--- src/rtl/fifo_uart_tx_pkg.sv ---
// Shared types and sizing helpers for the FIFO-draining UART transmitter.
package fifo_uart_tx_pkg;

    typedef enum logic [2:0] {
        IDLE,
        POP,
        LOAD,
        START,
        DATA,
        STOP
    } state_t;

    function automatic int unsigned widthOf(input int unsigned n);
        return (n > 1) ? $clog2(n) : 1;
    endfunction

endpackage

--- src/rtl/fifo_uart_tx_if.sv ---
// FIFO pop side and UART line bundle for fifo_uart_tx.
interface fifo_uart_tx_if #(
    parameter int unsigned bitWidth = 32
);
    logic                txEnable;
    logic                fifoEmpty;
    logic [bitWidth-1:0] fifoPopData;
    logic                fifoPop;
    logic                txd;
    logic                busy;

    modport master (
        output txEnable, fifoEmpty, fifoPopData,
        input  fifoPop, txd, busy
    );

    modport slave (
        input  txEnable, fifoEmpty, fifoPopData,
        output fifoPop, txd, busy
    );
endinterface

--- src/rtl/fifo_uart_tx_bit_timer.sv ---
// Bit-period counter: counts 0..clocksPerBit-1, wraps, flags the last count.
module uart_bit_timer
    import fifo_uart_tx_pkg::*;
#(
    parameter int unsigned clocksPerBit = 434
) (
    input  logic clock,
    input  logic reset,
    input  logic clear,
    output logic tc
);
    localparam int unsigned CW = widthOf(clocksPerBit);
    localparam logic [CW-1:0] LAST = CW'(clocksPerBit - 1);

    logic [CW-1:0] count;

    always_ff @(posedge clock or posedge reset) begin
        if (reset) begin
            count <= '0;
        end else if (clear || count == LAST) begin
            count <= '0;
        end else begin
            count <= count + CW'(1);
        end
    end

    assign tc = (count == LAST);
endmodule

--- src/rtl/fifo_uart_tx.sv ---
// Pops words from the FIFO and sends them as 8N1 frames, LSB byte first.
module fifo_uart_tx
    import fifo_uart_tx_pkg::*;
#(
    parameter int unsigned bitWidth     = 32,
    parameter int unsigned clocksPerBit = 434
) (
    input  logic           clock,
    input  logic           reset,
    fifo_uart_tx_if.slave  bus
);
    localparam int unsigned bytesPerWord = bitWidth / 8;
    localparam int unsigned BW = widthOf(bytesPerWord);
    localparam logic [BW-1:0] LAST_BYTE = BW'(bytesPerWord - 1);

    state_t              state;
    logic [bitWidth-1:0] word;
    logic [BW-1:0]       byteIndex;
    logic [2:0]          bitIndex;
    logic                txdReg;
    logic                tc;
    logic                timerClear;
    logic [7:0]          curByte;
    logic                canPop;

    // Timer only runs while a frame is on the line; idle states hold it at 0.
    assign timerClear = !(state inside {START, DATA, STOP});
    assign curByte    = word[8*int'(byteIndex) +: 8];
    assign canPop     = bus.txEnable && !bus.fifoEmpty;

    uart_bit_timer #(
        .clocksPerBit(clocksPerBit)
    ) u_timer (
        .clock(clock),
        .reset(reset),
        .clear(timerClear),
        .tc   (tc)
    );

    always_ff @(posedge clock or posedge reset) begin
        if (reset) begin
            state     <= IDLE;
            word      <= '0;
            byteIndex <= '0;
            bitIndex  <= '0;
            txdReg    <= 1'b1;
        end else begin
            unique case (state)
                IDLE: begin
                    if (canPop) state <= POP;
                end
                POP: begin
                    state <= LOAD;
                end
                LOAD: begin
                    word      <= bus.fifoPopData;
                    byteIndex <= '0;
                    txdReg    <= 1'b0;
                    state     <= START;
                end
                START: begin
                    if (tc) begin
                        bitIndex <= '0;
                        txdReg   <= curByte[0];
                        state    <= DATA;
                    end
                end
                DATA: begin
                    if (tc) begin
                        if (bitIndex == 3'd7) begin
                            txdReg <= 1'b1;
                            state  <= STOP;
                        end else begin
                            bitIndex <= bitIndex + 3'd1;
                            txdReg   <= curByte[bitIndex + 3'd1];
                        end
                    end
                end
                STOP: begin
                    if (tc) begin
                        if (byteIndex != LAST_BYTE) begin
                            byteIndex <= byteIndex + BW'(1);
                            txdReg    <= 1'b0;
                            state     <= START;
                        end else if (canPop) begin
                            state <= POP;
                        end else begin
                            state <= IDLE;
                        end
                    end
                end
                default: begin
                    state  <= IDLE;
                    txdReg <= 1'b1;
                end
            endcase
        end
    end

    assign bus.txd     = txdReg;
    assign bus.fifoPop = (state == POP);
    assign bus.busy    = (state != IDLE);
endmodule

--- src/flat_wrapper.sv ---
// flat-port wrapper written by rule: the top's interface ports become plain ports
module fifo_uart_tx_flat import fifo_uart_tx_pkg::*;
#(
    parameter int unsigned bitWidth     = 32,
    parameter int unsigned clocksPerBit = 434
)
  (clock, reset, bus_txEnable, bus_fifoEmpty, bus_fifoPopData, bus_fifoPop, bus_txd, bus_busy);
  fifo_uart_tx_if #(.bitWidth(bitWidth)) bus_i ();
  input  logic clock;
  input  logic reset;
  input wire logic [$bits(bus_i.txEnable)-1:0] bus_txEnable;
  input wire logic [$bits(bus_i.fifoEmpty)-1:0] bus_fifoEmpty;
  input wire logic [$bits(bus_i.fifoPopData)-1:0] bus_fifoPopData;
  output wire logic [$bits(bus_i.fifoPop)-1:0] bus_fifoPop;
  output wire logic [$bits(bus_i.txd)-1:0] bus_txd;
  output wire logic [$bits(bus_i.busy)-1:0] bus_busy;
  assign bus_i.txEnable = bus_txEnable;
  assign bus_i.fifoEmpty = bus_fifoEmpty;
  assign bus_i.fifoPopData = bus_fifoPopData;
  assign bus_fifoPop = bus_i.fifoPop;
  assign bus_txd = bus_i.txd;
  assign bus_busy = bus_i.busy;
  fifo_uart_tx #(.bitWidth(bitWidth), .clocksPerBit(clocksPerBit)) u_core (.clock(clock), .reset(reset), .bus(bus_i));
endmodule
--- config.mk ---
export PLATFORM = sky130hd
export DESIGN_NAME = fifo_uart_tx_flat
export DESIGN_NICKNAME = d
export VERILOG_FILES = /design/src/rtl/fifo_uart_tx_pkg.sv /design/src/rtl/fifo_uart_tx_if.sv /design/src/rtl/fifo_uart_tx_bit_timer.sv /design/src/rtl/fifo_uart_tx.sv /design/src/flat_wrapper.sv
export SDC_FILE = /design/constraint.sdc
export NUM_CORES = 1
export LEC_CHECK = 0
export ABC_CLOCK_PERIOD_IN_PS = 3600
export CAP_MARGIN = 40
export CORE_ASPECT_RATIO = 0.75
export CORE_UTILIZATION = 45
export CTS_CLUSTER_DIAMETER = 100
export DETAILED_ROUTE_END_ITERATION = 10
export PLACE_DENSITY = 0.69
export SYNTH_ARGS = -nofsm -noshare
export SYNTH_HDL_FRONTEND = slang
export SYNTH_SLANG_ARGS = --single-unit
--- constraint.sdc ---
create_clock -name clock -period 3.6 [get_ports clock]
set_input_delay 0.72 -clock clock [delete_from_list [all_inputs] [get_ports clock]]
set_output_delay 0.72 -clock clock [all_outputs]
set_load 0.01 [all_outputs]
==> impl_metrics.ini, run 1 <==
[place]
dp_slack_ns = 1.133
numPortBuffers = 38
placed_area_um2 = 2962
routabilityCongestion = 0.8272
dp_hpwl_mm = 3.454

[global_routing]
overflow = 0
antenna_found_initial = 0
grt_max_degree = 36
grt_usage = 0.1850
grt_pass1_vias = 1677
grt_pass1_wl_mm = 8.169

[power]
seqPwrFrac = 0.522
switching_share = 0.1948
clockPowerShare = 0.413
p_leak_nw = 1.280
ir_worst_vdd_uv = 228.8
p_int_mw = 0.9083
power.density_nw_per_um2 = 364.0
p_sw_mw = 0.2198
p_comb_frac = 0.066

[yosys]
ys_ff_latch = 50
syn_avg_cell_area_um2 = 11.97
mappedNetlistArea_um2 = 2501
syn_inst = 209
synth_edf_count = 0
yosys.area.top_type = dfrtp_1
synth_fp_nets = 250
async_flop_share = 1.000
synth.top_cell.area_share = 0.4902
ys_types = 46
synth.area.top_cells = dfrtp_1 49%, mux2_1 15%, mux4_2 5.4%
yosysWarnings = 0
synth-main-ff-cell = dfrtp_1
yosysSeqAreaShare = 0.5008

[cts]
cts_buffer_depth = 2
clock_sinks = 50
clkLatencyLatePin_ns = 0.30
clk_pin_slew_worst_paths_ns = 0.09
cts-root-buf = clkbuf_8
postCtsSetupBuffers = 0
cts_hold_buf = 0
cts_htree_levels = 2
numCtsBuffers = 5
cts_tree = yes
cts_resized = 0

[setup_path]
critPathBufInv = 0
critical_path_peak_fanout = 11
crit_slowest_cell = mux4_2
cp_cell_sequence = ha_1, ha_1, mux4_2, o21ai_0, o221ai_1, nor4_1, a211oi_1
crit_type = flip-flop to flip-flop
critPathTopFamily = adder cells
worst-r2r-setup-slack_ns = 1.11
slowest_delay_ns = 0.55
critPathLaunchType = flip-flop
required_ns = 3.83
end_kind = flip-flop
crit_top_cell = ha_1
cp.arrival_ns = 2.72

[final_layout]
fin_area_um2 = 3099
drive_gt1_frac = 0.1089
area_growth_pct = 23.91
final_util = 0.5790
antenna_cells = 0
final_nets = 288

[floorplan]
initial_utilization = 0.4673
fp.coreArea_um2 = 5353
pin_count = 39
placementRows = 23
die_w_um = 88.09
dieArea_um2 = 5863
die_h_um = 66.57

[routing]
antenna_left = 0
routed_wl_mm = 4.660
via_per_inst = 5.272
post-route-drc-count = 0
vias = 1703
wl_per_cell_um = 14.43
drt_iter0_markers = 108
drtPass1Iterations = 4

[timing]
max_freq_mhz = 401.4
holdWs_ns = 0.4823
timing.final.max_slew_violations = 0
hold_viol = 0
slew_headroom = 0.5840
worstMarginPinSlew_ns = 0.6240
tns_ns = 0
finalCriticalPeriod_ns = 2.491
skew_ns = 0.005696
rsz0062_at_grt = no
finalSetupViolCount = 0
fin_crit_sh = 0.6920
setup_ws_ns = 1.109

[run]
maxCapViolCount = 0

[hold_path]
hp-class = flip-flop to flip-flop

[run_status]
status = completed
==> state kept, by name, indices dropped and copies added (netlist names) <==
name                  count
u_core.bitIndex           3
u_core.u_timer.count      9
u_core.state              3
u_core.word              32
u_core.bus.txd            1
u_core.byteIndex          2
==> routing by layer <==
metal	share of wire	GRT usage	up-vias	wire [um]
met5	0	0	-	0
met4	0.0077	0.04234	0	36
met3	0.047	0.04213	5	220
met2	0.40	0.2558	37	1853
met1	0.55	0.2907	830	2549
li1	-	-	831	-
==> power by group through the flow <==
stage	combinational [mW]	clock, mW	sequential, mW
2_1_floorplan	0.0283	0	0.596
3_3_place_gp	0.0724	0	0.600
3_5_place_dp	0.0758	0	0.600
4_1_cts	0.0761	0.476	0.589
5_1_grt	0.0824	0.505	0.591
6_report	0.0739	0.465	0.589
==> worst min-delay path, delay by kind of cell, from the launching register on <==
family | cells | cell delay, ns
DFF | 1 | 0.38
buffers and inverters | 1 | 0.05
AOI/OAI and AO/OA | 1 | 0.06
==> cell type report <==
type                       instances  area, um2
fill                             464       2253
sequential                        50       1252
multi-input combinational        141       1174
timing repair buffer              40      407.9
tap                               75      93.84
clock buffer                       5      68.82
clock inverter                     3      68.82
inverter                           9      33.78
==> logic make-up after synthesis <==
group / after synthesis / share of synthesized area
flops: 50 / 0.5008
compound gates: 29 / 0.07854
mux: 46 / 0.2311
fa+ha+maj: 5 / 0.02501
buf+inv: 18 / 0.03102
simple gates: 55 / 0.1126
xor+xnor: 6 / 0.02101
==> per-stage QoR <==
step	instances	total power [mW]
after floorplan	209	0.6239
after global placement	314	0.6722
after detailed placement	315	0.6758
after CTS	323	1.141
after global routing	323	1.178
final	323	1.128
==> final timing paths <==
kind | cells past startpoint | end | start
worst max-delay path | 7 | u_core.bus.txd$_DFFE_PP1P_ | u_core.bitIndex[0]$_DFFE_PP0P_
min in group asynchronous | 2 | u_core.word[14]$_DFFE_PP0P_ | reset
worst max register to register | 7 | u_core.bus.txd$_DFFE_PP1P_ | u_core.bitIndex[0]$_DFFE_PP0P_
max in group asynchronous | 3 | u_core.bus.txd$_DFFE_PP1P_ | reset
worst min register to register | 2 | u_core.bus.txd$_DFFE_PP1P_ | u_core.bus.txd$_DFFE_PP1P_
worst min-delay path | 2 | u_core.bus.txd$_DFFE_PP1P_ | u_core.bus.txd$_DFFE_PP1P_
==> Yosys cell counts, drive strengths merged (2+ instances only) <==
cell type	instances
dfrtp	49
mux2	34
nor2	20
nand2	11
inv	9
mux2i	6
mux4	6
o21ai	6
a21oi	5
buf	5
ha	5
clkbuf	4
nand3	4
and3	3
nand2b	3
nor2b	3
o22ai	3
xnor2	3
xor2	3
a21o	2
a22oi	2
a311oi	2
a31oi	2
nor3	2
nor4	2
==> cells in the final DEF, fill, tap and decap left out, types with 4 or more instances in the layout <==
| cell | count |
|---|---|
| a21oi_1 | 4 |
| clkbuf_8 | 5 |
| clkdlybuf4s50_1 | 38 |
| dfrtp_1 | 49 |
| ha_1 | 5 |
| inv_1 | 6 |
| mux2_1 | 33 |
| mux2i_1 | 6 |
| mux4_2 | 6 |
| nand2_1 | 11 |
| nand3_1 | 4 |
| nor2_1 | 18 |
No activity file was read; power rests on OpenSTA's default activity.
==> inputs of run 2 (changes only) <==
ABC_CLOCK_PERIOD_IN_PS = 2600   (was 3600)
clock period = 2.6 ns   (was 3.6 ns; I/O delays follow)
==> impl_metrics.ini, run 2 (same netlist as run 1, synthesis figures left out) <==
[run_status]
status = completed

[power]
p_leak_nw = 1.266
ir_worst_vdd_uv = 276.4
power.density_nw_per_um2 = 475.7

[floorplan]
placementRows = 23
die_w_um = 88.09
pin_count = 39
dieArea_um2 = 5863
initial_utilization = 0.4673
fp.coreArea_um2 = 5353
die_h_um = 66.57

[final_layout]
final_nets = 288
area_growth_pct = 22.86
reg_top3 = u_core.word (32), u_core.u_timer.count (9)
layout_commonest_cell = dfrtp_1
final_cell_mix = 49 x dfrtp_1, 38 x clkdlybuf4s50_1, 33 x mux2_1
antenna_cells = 0
largest_reg_flops = 32
drive_gt1_frac = 0.1129
regMostFlops = u_core.word

[timing]
worstMarginPinSlew_ns = 0.6069
skew_ns = 0.005814
holdWs_ns = 0.4864
fin_crit_sh = 0.9405
slew_headroom = 0.5954
max_freq_mhz = 408.9
timing.final.max_slew_violations = 0
tns_ns = 0
rsz0062_at_grt = no
hold_viol = 0
finalCriticalPeriod_ns = 2.445
finalSetupViolCount = 0

[place]
dp_hpwl_mm = 3.424
numPortBuffers = 38
routabilityCongestion = 0.8656

[cts]
numCtsBuffers = 5
cts-root-buf = clkbuf_8
cts_tree = yes
cts_buffer_depth = 2
cts_hold_buf = 0
postCtsSetupBuffers = 0
clkLatencyLatePin_ns = 0.30
cts_resized = 0
clock_sinks = 50
cts_htree_levels = 2
clk_pin_slew_worst_paths_ns = 0.09

[global_routing]
grt_usage = 0.1839
grt_pass1_wl_mm = 8.045
grt_max_degree = 36
antenna_found_initial = 0
overflow = 0
grt_pass1_vias = 1632

[setup_path]
crit_type = flip-flop to flip-flop
critPathTopFamily = adder cells
cp_cell_sequence = ha_1, ha_2, mux4_2, o21ai_0, o221ai_1, nor4_1, a211oi_1
worst-r2r-setup-slack_ns = 0.15
critPathBufInv = 0
crit_slowest_cell = mux4_2
slowest_delay_ns = 0.54
critical_path_peak_fanout = 11
end_kind = flip-flop
cp.arrival_ns = 2.67
critPathLaunchType = flip-flop
required_ns = 2.83

[routing]
antenna_left = 0
drt_iter0_markers = 128
drtPass1Iterations = 4
via_per_inst = 5.260
vias = 1699
wl_per_cell_um = 14.80
routed_wl_mm = 4.782
post-route-drc-count = 0

[run]
maxCapViolCount = 0

[hold_path]
hp-class = flip-flop to flip-flop
[run 2: power breakdown]
part	leakage, nW	switching [mW]	internal [mW]
Sequential	0.587	0.0131	0.802
Clock	0.0579	0.260	0.284
Combinational	0.622	0.0328	0.0702
[run 2: layout make-up]
class / count / area [um2]
fillers: 474 / 2280
flip-flops and latches: 50 / 1252
multi-input cells: 141 / 1176
repair buffers: 40 / 407.9
well taps: 75 / 93.84
clock buffers: 5 / 68.82
clock inverters: 3 / 40.04
inverters: 9 / 33.78
[run 2: final timing paths]
kind,to,from,cells after the start
min,u_core.word[28]$_DFFE_PP0P_,u_core.word[28]$_DFFE_PP0P_,1
max reg2reg,u_core.bus.txd$_DFFE_PP1P_,u_core.bitIndex[0]$_DFFE_PP0P_,7
min in group asynchronous,u_core.word[14]$_DFFE_PP0P_,reset,2
max in group asynchronous,u_core.bus.txd$_DFFE_PP1P_,reset,3
min reg2reg,u_core.word[28]$_DFFE_PP0P_,u_core.word[28]$_DFFE_PP0P_,1
max,u_core.bus.txd$_DFFE_PP1P_,u_core.bitIndex[0]$_DFFE_PP0P_,7
[run 2: per-stage QoR]
step	util	instance area (um2)	setup slack, ns	power (mW)	cells
floorplan	-	2501	0.3814	0.8639	209
global placement	0.5533	2962	0.1827	0.9348	315
detailed placement	0.5533	2962	0.08457	0.9360	315
CTS	0.5736	3070	0.07147	1.480	323
global route	0.5741	3073	0.003548	1.516	323
finish	0.5741	3073	0.1547	1.462	323
[run 2: routing by layer]
| layer | global-route usage | wire length [um] | up-vias | part of all wire |
|---|---|---|---|---|
| li1 | - | - | 821 | - |
| met1 | 0.2881 | 2526 | 821 | 0.53 |
| met2 | 0.2490 | 1922 | 50 | 0.40 |
| met3 | 0.03717 | 267 | 7 | 0.056 |
| met4 | 0.06048 | 65 | 0 | 0.014 |
| met5 | 0 | 0 | - | 0 |
